$ cat config.mk
export PLATFORM = sky130hd
export DESIGN_NAME = mux_round_robin_arbiter
export DESIGN_NICKNAME = d
export VERILOG_FILES = /design/src/rtl/mux_round_robin_arbiter.sv
export SDC_FILE = /design/constraint.sdc
export NUM_CORES = 1
export LEC_CHECK = 0
export ABC_CLOCK_PERIOD_IN_PS = 2100
export CORE_MARGIN = 1
export CORE_UTILIZATION = 54
export CTS_BUF_LIST = sky130_fd_sc_hd__clkbuf_2 sky130_fd_sc_hd__clkbuf_4 sky130_fd_sc_hd__clkbuf_8
export DETAILED_ROUTE_END_ITERATION = 6
export GPL_TIMING_DRIVEN = 1
export PLACE_DENSITY = 0.82
export SLEW_MARGIN = 15
export SYNTH_ARGS = -nofsm -noshare
export SYNTH_HDL_FRONTEND = slang
export SYNTH_SLANG_ARGS = --single-unit
export TNS_END_PERCENT = 100
$ cat constraint.sdc
create_clock -name clk -period 2.1 [get_ports clk]
set_input_delay 0.315 -clock clk [delete_from_list [all_inputs] [get_ports clk]]
set_output_delay 0.315 -clock clk [all_outputs]
set_load 0.01 [all_outputs]
$ cat src/rtl/mux_round_robin_arbiter.sv
// Round-robin arbiter that shares one 4:1 mux among four requesters.
// The grant, its binary mux select and the valid flag are all registered
// together, so the mux select never glitches off the raw request lines.
module mux_round_robin_arbiter #(
    parameter int MAX_HOLD = 8
) (
    input  logic       clk,
    input  logic       reset,
    input  logic [3:0] req,
    output logic [3:0] grant,
    output logic       grant_valid,
    output logic [1:0] selector_bits,
    output logic [7:0] hold_count
);

    localparam logic [7:0] MAX_H = 8'(MAX_HOLD);

    typedef enum logic {IDLE, GRANT} state_e;

    state_e     state_q, state_d;
    logic [1:0] ptr_q, ptr_d;
    logic [3:0] grant_q, grant_d;
    logic [1:0] sel_q, sel_d;
    logic       gv_q, gv_d;
    logic [7:0] hold_q, hold_d;

    // Candidates for a new grant never include the current grantee; in IDLE
    // grant_q is zero so this is simply req.
    logic [3:0] mask;
    logic       pick_any;
    logic [1:0] pick_idx;
    logic       own_req;
    logic       others_req;

    assign mask       = req & ~grant_q;
    assign own_req    = |(req & grant_q);
    assign others_req = |mask;

    // Rotating priority search: first set mask bit starting at the pointer.
    always_comb begin
        pick_any = 1'b0;
        pick_idx = ptr_q;
        for (int k = 3; k >= 0; k--) begin
            if (mask[ptr_q + 2'(k)]) begin
                pick_any = 1'b1;
                pick_idx = ptr_q + 2'(k);
            end
        end
    end

    // Next-state: keep, hand over (release/preempt) or fall back to idle.
    always_comb begin
        state_d = state_q;
        ptr_d   = ptr_q;
        grant_d = grant_q;
        sel_d   = sel_q;
        gv_d    = gv_q;
        hold_d  = hold_q;
        unique case (state_q)
            IDLE: begin
                if (pick_any) begin
                    state_d = GRANT;
                    grant_d = 4'b0001 << pick_idx;
                    sel_d   = pick_idx;
                    gv_d    = 1'b1;
                    hold_d  = 8'd1;
                    ptr_d   = pick_idx + 2'd1;
                end
            end
            GRANT: begin
                if (own_req && (hold_q < MAX_H || !others_req)) begin
                    // Tenure continues; the count saturates at the limit.
                    if (hold_q < MAX_H) hold_d = hold_q + 8'd1;
                end else if (pick_any) begin
                    // Release or preemption with someone waiting: hand over
                    // on this edge without an idle cycle.
                    grant_d = 4'b0001 << pick_idx;
                    sel_d   = pick_idx;
                    hold_d  = 8'd1;
                    ptr_d   = pick_idx + 2'd1;
                end else begin
                    state_d = IDLE;
                    grant_d = 4'b0000;
                    sel_d   = 2'b00;
                    gv_d    = 1'b0;
                    hold_d  = 8'd0;
                end
            end
            default: state_d = IDLE;
        endcase
    end

    // State register; reset clears everything immediately.
    always_ff @(posedge clk or posedge reset) begin
        if (reset) begin
            state_q <= IDLE;
            ptr_q   <= 2'd0;
            grant_q <= 4'b0000;
            sel_q   <= 2'b00;
            gv_q    <= 1'b0;
            hold_q  <= 8'd0;
        end else begin
            state_q <= state_d;
            ptr_q   <= ptr_d;
            grant_q <= grant_d;
            sel_q   <= sel_d;
            gv_q    <= gv_d;
            hold_q  <= hold_d;
        end
    end

    assign grant         = grant_q;
    assign grant_valid   = gv_q;
    assign selector_bits = sel_q;
    assign hold_count    = hold_q;

endmodule

### Word level (Yosys, flattened, before mapping)

Cells that the tools add are included.

| storage, ports and cells | value |
|---|---|
| input port bits | 6 |
| word-level logic and storage cells | 72 |
| output and inout port bits | 15 |
| register bits | 18 |

| cells by class | value |
|---|---|
| reduce and logical (&&, ||, !) cells | 8 |
| $add $sub $neg | 5 |
| eq/ne operators | 4 |
| multiplexer cells | 39 |
| magnitude comparators | 5 |
| shifts and indexed selects | 1 |
| bitwise gates (word level) | 4 |

Operators by type and width:

| operator | number |
|---|---|
| 2-to-1 mux 8 bit | 3 |
| 2-to-1 mux 2 bit | 9 |
| case mux 8 bit (2 select lines) | 1 |
| 2-to-1 mux 1 bit | 14 |
| less-than comparator 2 x 3 -> 1 bit (second input constant) | 4 |
| 2-to-1 mux 4 bit | 3 |
| adder 8 x 1 -> 8 bit (second input constant) | 1 |
| AND 4 bit | 2 |
| binary-select mux 1 bit (select 2 bit) | 4 |
| less-than comparator 8 x 4 -> 1 bit (second input constant) | 1 |
| case mux 2 bit (2 select lines) | 2 |
| case mux 4 bit (2 select lines) | 1 |
| OR reduction 4 bit | 2 |
| != test 2 bit (second input constant) | 3 |
| adder 2 x 1 -> 2 bit (second input constant) | 2 |
| adder 2 bit (second input constant) | 2 |
| inverter 4 bit | 1 |
| case mux 1 bit (2 select lines) | 2 |
| AND reduction 2 bit | 2 |
| << shifter 1 x 2 -> 4 bit (first input constant) | 1 |
| != test 3 bit (second input constant) | 1 |
| AND reduction 3 bit | 1 |
| logical AND 1 bit | 1 |
| logical NOT 1 bit | 1 |
| 2 further kinds | 2 |

### Longest topological paths before layout

Gate-level depths: netlist of the first run.

| logic depth | value |
|---|---|
| word-level depth | 12 |
| gate-level depth with buffers | 8 |
| gate-level depth less buffers | 8 |

### Worst setup path after synthesis of the first run

No wires, ideal clock.

| timing | value |
|---|---|
| kind | register to register |
| from | reg grant_q[2] (netlist: grant[2]) |
| to | reg hold_q[6] (netlist: hold_count[6]) |
| arrival | 1.690 ns |
| stages on the path, launching flop included | 9 |
| data required time | 1.974 ns |
| path buffers | 0 |
| slack | 0.284 ns |
| cells stage by stage | dfrtp_1 nand2b_2 nand4_4 inv_4 ha_1 inv_1 and4_1 a41oi_1 nor2_1 |

| between the ends | value |
|---|---|
| longest elaborated chain between the ends | 10 |

RTL lines:

| element | RTL line | source |
|---|---|---|
| start, declared | 22 | `logic [3:0] grant_q, grant_d;` |
| start signal, assigned | 105 | `grant_q <= grant_d;` |
| inverter 4 bit | 35 | `assign mask = req & ~grant_q;` |
| AND 4 bit | 35 |  |
| binary-select mux 1 bit (select 2 bit) | 44 | `if (mask[ptr_q + 2'(k)]) begin` |
| 2-to-1 mux 1 bit (implied by the code) | 44 |  |
| 2-to-1 mux 1 bit (4 in a row) | 44 |  |
| != test 2 bit (no line) | n/a |  |
| AND reduction 2 bit (no line) | n/a |  |
| end signal, assigned | 108 | `hold_q <= hold_d;` |
| end, declared | 25 | `logic [7:0] hold_q, hold_d;` |

Several ways; a longest one is shown, not always the timed one. The select of a mux whose other input is x is not followed.
A chain may end at the register's enable or synchronous reset.

### Worst setup path in the final report of the first run

| timing | value |
|---|---|
| from | reg grant_q[1] (netlist: grant[1]) |
| to | reg ptr_q[1] |

| between the ends | value |
|---|---|
| longest elaborated chain between the ends | 12 |

RTL lines:

| element | RTL line | source |
|---|---|---|
| inverter 4 bit | 35 |  |
| AND 4 bit | 35 |  |
| binary-select mux 1 bit (select 2 bit) | 44 |  |
| 2-to-1 mux 1 bit (implied by the code) | 44 |  |
| 2-to-1 mux 2 bit (4 in a row) | 44 |  |
| adder 2 x 1 -> 2 bit | 67, 80 |  |
| 2-to-1 mux 2 bit | 61, 74 |  |
| 2-to-1 mux 2 bit | 71 | `if (own_req && (hold_q < MAX_H \|\| !others_req)) begin` |
| case mux 2 bit (2 select lines) | 59 | `unique case (state_q)` |
| end signal, assigned | 104 | `ptr_q <= ptr_d;` |
| end, declared | 21 | `logic [1:0] ptr_q, ptr_d;` |

Several ways; a longest one is shown, not always the timed one. The select of a mux whose other input is x is not followed.

==> flow_summary.yaml, run 1 <==
floorplan:
  die-width_um: 48.12
  dieArea_um2: 2316
  ios: 21
  die_h_um: 48.12
  initial_core_util_pct: 57.95
  core_um2: 1982
  rows: 16
timing:
  setup_viol: 0
  post-route-min-period_ns: 1.879
  report.final.slew_viol_count: 0
  setup_slack_ns: 0.2210
  skew_ns: 0.006537
  hold_slack_ns: 0.4058
  setup_tns_ns: 0
  tightest_slew_ns: 0.6772
  max_slew_margin_pct: 54.80
  finalHoldViolations: 0
  fmax_mhz: 532.2
  rsz0062_at_grt: "false"
  fin_crit_sh_pct: 89.48
cells_and_area:
  nets: 178
  final_cells: 192
  num_antenna_cells: 0
  syn_to_final_growth_pct: 32.24
  drive_gt1_share_pct: 18.18
  stdcell_area_um2: 1519
  postLayoutCoreUtil_pct: 76.64
critical_path:
  crit_start: "grant[1]"
  critPathMaxStageDelay_ns: 0.44
  critPathBufInv: 0
  path_class: "reg -> reg"
  r2r_start: "grant[1]"
  cp-end-kind: "flop"
  critPathTopFamily: "compound AO/OA/AOI/OAI gates"
  setup.worst_path.start_class: "flop"
  critPathMaxFanout: 5
  critical_path_arrival_ns: 2.07
  slowest_stage: "dfrtp_1"
  crit_chain: "nand2b_2 > o21ai_1 > o32ai_2 > ha_1 > mux2_1"
  crit_required_ns: 2.29
synthesis:
  synth_edf_count: 0
  synth_fp_nets: 140
  synthArstFlopShare_pct: 100.0
  syn_area_um2: 1149
  syn_area_per_cell_um2: 8.973
  ys_warn_count: 0
  yosysSeqAreaShare_pct: 39.22
  synth_cells: 128
  synth_seq_cells: 18
  synth_ff_type: "dfrtp_1"
  synth_cell_types: 39
drt:
  dr_total_vias: 1112
  first_pass_iters: 4
  drc_errors: 0
  vias_per_cell: 5.792
  wl_um: 2749
  drt-wirelength-per-cell_um: 14.32
  drtAntennaViolNets: 0
  drtIter0Drc: 26
clock_tree:
  clockBufferDepth: 2
  postCtsSetupRepairBufs: 0
  ctsResizeCount: 0
  cts_made_buffers: 3
  ctsHoldBuffers: 0
  clock_latency_ns: 0.29
  cts_tree: "yes"
  clkTransAtPathRegs_ns: 0.10
  cts.sink_count: 18
  root_buffer: "clkbuf_4"
  cts-htree-levels: 1
place:
  dp_hpwl_um: 2128
  dp_slack_ns: -0.06397
  place_area_um2: 1483
  place_congestion: 0.7756
  dp.cells: 188
  port_buffers: 20
global_routing:
  grt_max_degree: 19
  grt_usage_pct: 25.60
  grt-ovfl-total: 0
  grt_pass1_vias: 991
  grt_pass1_wl_um: 4071
  grt_antenna_before_repair: 0
worst_hold_path:
  min_path_type: "in -> async"
pwr:
  power_density_nw_per_um2: 1504
  finalPower_mw: 2.284
  power.leakage_nw: 0.6745
  ir_drop_mv: 0.8272
run_status:
  outcome: "finished clean"
job:
  cap_violations: 0
[metal layers]
metal | up-vias | track usage, % | routed length [um]
li1 | 534 | - | -
met1 | 525 | 29.37 | 1225
met2 | 45 | 45.95 | 1353
met3 | 8 | 3.333 | 114
met4 | 0 | 13.89 | 55
met5 | - | 0 | 0
[cell type report]
class	instances	area, um^2
inverter	8	32.53
multi-input combinational	101	660.6
sequential	18	450.4
clock buffer	4	36.28
fill	139	462.9
tap	27	33.78
timing repair buffer	34	305.3
[power by group]
group / switching [mW] / internal (mW) / leakage (nW)
clock network: 0.106 / 0.106 / 0.0210
logic: 0.733 / 0.709 / 0.430
registers: 0.155 / 0.476 / 0.223
total: 0.994 / 1.29 / 0.675
[final timing paths]
kind                                    endpoint  slack, ns  depth (start not counted)
worst max-delay path                    ptr_q[1]       0.22                          5
worst min-delay path                    ptr_q[0]       0.41                          2
worst max register to register          ptr_q[1]       0.22                          5
worst min register to register  selector_bits[1]       0.53                          2
max in group asynchronous            grant_valid       1.26                          2
min in group clk                selector_bits[1]       0.53                          2
[registers in the layout, summed over array words and instances, names as in the netlist]
name and count:
grant 4, grant_valid 1, hold_count 8, ptr_q 2, selector_bits 2, state_q 1
[cells by family (layout without fill, tap and decap cells)]
logic type | Yosys count | after routing | share of synthesized area [%]
simple gates | 56 | 56 | 25.71
buf+inv | 9 | 46 | 3.268
mux | 3 | 3 | 2.832
flops | 18 | 18 | 39.22
compound gates | 36 | 36 | 22.44
fa+ha+maj | 6 | 6 | 6.536
[cell usage in the layout, fill, tap and decap left out, types with 5 or more instances in the layout]
cell type	synthesis	routed
o21ai_0	5	5
nand2_1	10	10
a21oi_1	13	13
inv_1	7	7
nand3_1	6	6
buf_4	0	14
dfrtp_1	18	18
nor2_1	18	18
clkdlybuf4s50_1	0	20
nor3_1	7	7
ha_1	6	6
[cells in the mapped netlist, drive strengths merged (3+ instances only)]
cell type	count	area [um^2]
o21ai	7	35.03
a21oi	15	90.09
nand2b	4	32.54
inv	8	32.54
a22oi	3	32.53
dfrtp	18	450.4
nor2b	4	25.02
nor2	18	67.56
nor3	7	35.03
nand3	6	30.03
nand2	10	37.54
ha	6	75.07
[worst reg2reg max path: cells and delay by family, from the launching register on]
| family | cells | cell delay, ns |
|---|---|---|
| simple gates | 1 | 0.22 |
| compound gates | 2 | 0.51 |
| mux | 1 | 0.29 |
| fa+ha+maj | 1 | 0.30 |
| flops | 1 | 0.44 |
Power figures use the tool's default switching activity.
==> run 2: changes to the inputs <==
- CORE_ASPECT_RATIO: not set -> 0.75
- PLACE_DENSITY: 0.82 -> 0.8
==> run 2 against run 1 <==
Compared with the run above:
- wire length fell by 1.7%
- largest power group unchanged
- combinational power barely moved
- sequential share of layout area fell by 0.22 points
- core utilization barely moved
- count of clock-buffer cells in the layout did not move
- critical path type unchanged
- largest cell class unchanged
- highest routed layer is now met3
==> flow_summary.yaml, run 2 (synthesized netlist as in run 1, its figures left out) <==
run_status:
  outcome: "finished clean"
critical_path:
  path_class: "reg -> reg"
  critPathMaxStageDelay_ns: 0.45
  critical_path_arrival_ns: 2.16
  crit_required_ns: 2.29
  setup.worst_path.start_class: "flop"
  cp-end-kind: "flop"
  slowest_stage: "dfrtp_1"
  crit_chain: "and2b_1 > nor2_1 > o21ai_0 > o211a_1 > ha_1 > mux2_1"
  critPathMaxFanout: 6
place:
  port_buffers: 20
  dp_hpwl_um: 2123
  dp_slack_ns: -0.1008
  place_area_um2: 1494
  dp.cells: 187
  place_congestion: 0.8723
clock_tree:
  cts-htree-levels: 1
  ctsResizeCount: 0
  cts.sink_count: 18
  clock_latency_ns: 0.29
  cts_made_buffers: 3
  clockBufferDepth: 2
  ctsHoldBuffers: 0
  cts_tree: "yes"
  clkTransAtPathRegs_ns: 0.10
  root_buffer: "clkbuf_4"
  postCtsSetupRepairBufs: 0
timing:
  max_slew_margin_pct: 56.04
  report.final.slew_viol_count: 0
  finalHoldViolations: 0
  setup_slack_ns: 0.1299
  fin_crit_sh_pct: 93.81
  tightest_slew_ns: 0.6587
  post-route-min-period_ns: 1.970
  skew_ns: 0.003703
  fmax_mhz: 507.6
  setup_viol: 0
  rsz0062_at_grt: "false"
floorplan:
  initial_core_util_pct: 57.52
  core_um2: 1997
  rows: 14
  die-width_um: 55.26
  dieArea_um2: 2317
  die_h_um: 41.94
  ios: 21
cells_and_area:
  final_cells: 191
  drive_gt1_share_pct: 19.16
  largest_register_ffs: 8
  multi_input_area_um2: 660.6
  nFillCells: 160
  nets: 180
  layout_common_cells: "clkdlybuf4s50_1 (20), nor2_1 (18), dfrtp_1 (18), buf_4 (16), a21oi_1 (13)"
  register_area_um2: 450.4
  num_antenna_cells: 0
  syn_to_final_growth_pct: 33.22
  stdcell_area_um2: 1530
  final_common_cell: "clkdlybuf4s50_1"
global_routing:
  grt_max_degree: 19
  grt-ovfl-total: 0
  grt_usage_pct: 25.02
  grt_pass1_wl_um: 4471
  grt_pass1_vias: 1012
  grt_antenna_before_repair: 0
drt:
  first_pass_iters: 4
  drtIter0Drc: 52
  wl_um: 2701
  drt-wirelength-per-cell_um: 14.14
  drtAntennaViolNets: 0
  drc_errors: 0
  dr_total_vias: 1081
  vias_per_cell: 5.660
pwr:
  power_density_nw_per_um2: 1486
  ir_drop_mv: 0.9703
  power.leakage_nw: 0.6847
job:
  cap_violations: 0
worst_hold_path:
  min_path_type: "in -> async"
-- run 2: cell types whose count changed in the layout (fill, tap and decap cells not counted) --
cell	previous run	this run
buf_4	14	16
-- run 2: cell type report --
cell class,count,area share (%)
Multi-Input combinational cell,101,43.17
Sequential cell,18,29.44
Timing Repair Buffer,36,20.93
Clock buffer,4,2.371
Inverter,8,2.126
Tap cell,24,1.962
-- run 2: where the power goes --
| group | switching, mW | internal [mW] | leakage (nW) |
|---|---|---|---|
| sequential | 0.155 | 0.476 | 0.223 |
| combinational | 0.724 | 0.708 | 0.440 |
| clock | 0.105 | 0.106 | 0.0210 |
| total | 0.984 | 1.29 | 0.685 |
-- run 2: per-stage QoR --
stage | utilization (%) | setup TNS [ns] | power (mW) | hold WS (ns)
after global routing | 76.63 | 0 | 2.467 | 0.4848
after global placement | 74.81 | -0.03959 | 1.998 | 0.4774
after detailed placement | 74.81 | -0.2682 | 2.052 | 0.5210
final | 76.63 | 0 | 2.274 | 0.4183
after floorplan | - | 0 | 1.496 | 0.2536
after CTS | 76.63 | 0 | 2.273 | 0.4384
-- run 2: path summary, 6_finish.rpt --
check / endpoint / cells after the start / start / slack [ns]
setup / recovery: ptr_q[1] / 6 / grant[3] / 0.13
hold / removal: grant[1] / 2 / reset / 0.42
setup reg to reg: ptr_q[1] / 6 / grant[3] / 0.13
hold reg to reg: selector_bits[1] / 2 / selector_bits[1] / 0.54
max in group asynchronous: hold_count[6] / 2 / reset / 1.26
min in group clk: selector_bits[1] / 2 / selector_bits[1] / 0.54
-- run 2: layer usage --
layer,up-vias,track usage [%],share of wire [%]
li1,543,-,-
met1,505,37.32,51
met2,33,36.39,43
met3,0,7.165,5.2
met4,0,5.000,0
met5,-,0,0
-- run 2: critical path: cells and delay by family (launching register included) --
kind	cells	cell delay [ns]
AOI/OAI and AO/OA	2	0.47
adders and majority gates	1	0.25
DFF	1	0.45
muxes	1	0.29
and+or+nand+nor	2	0.40
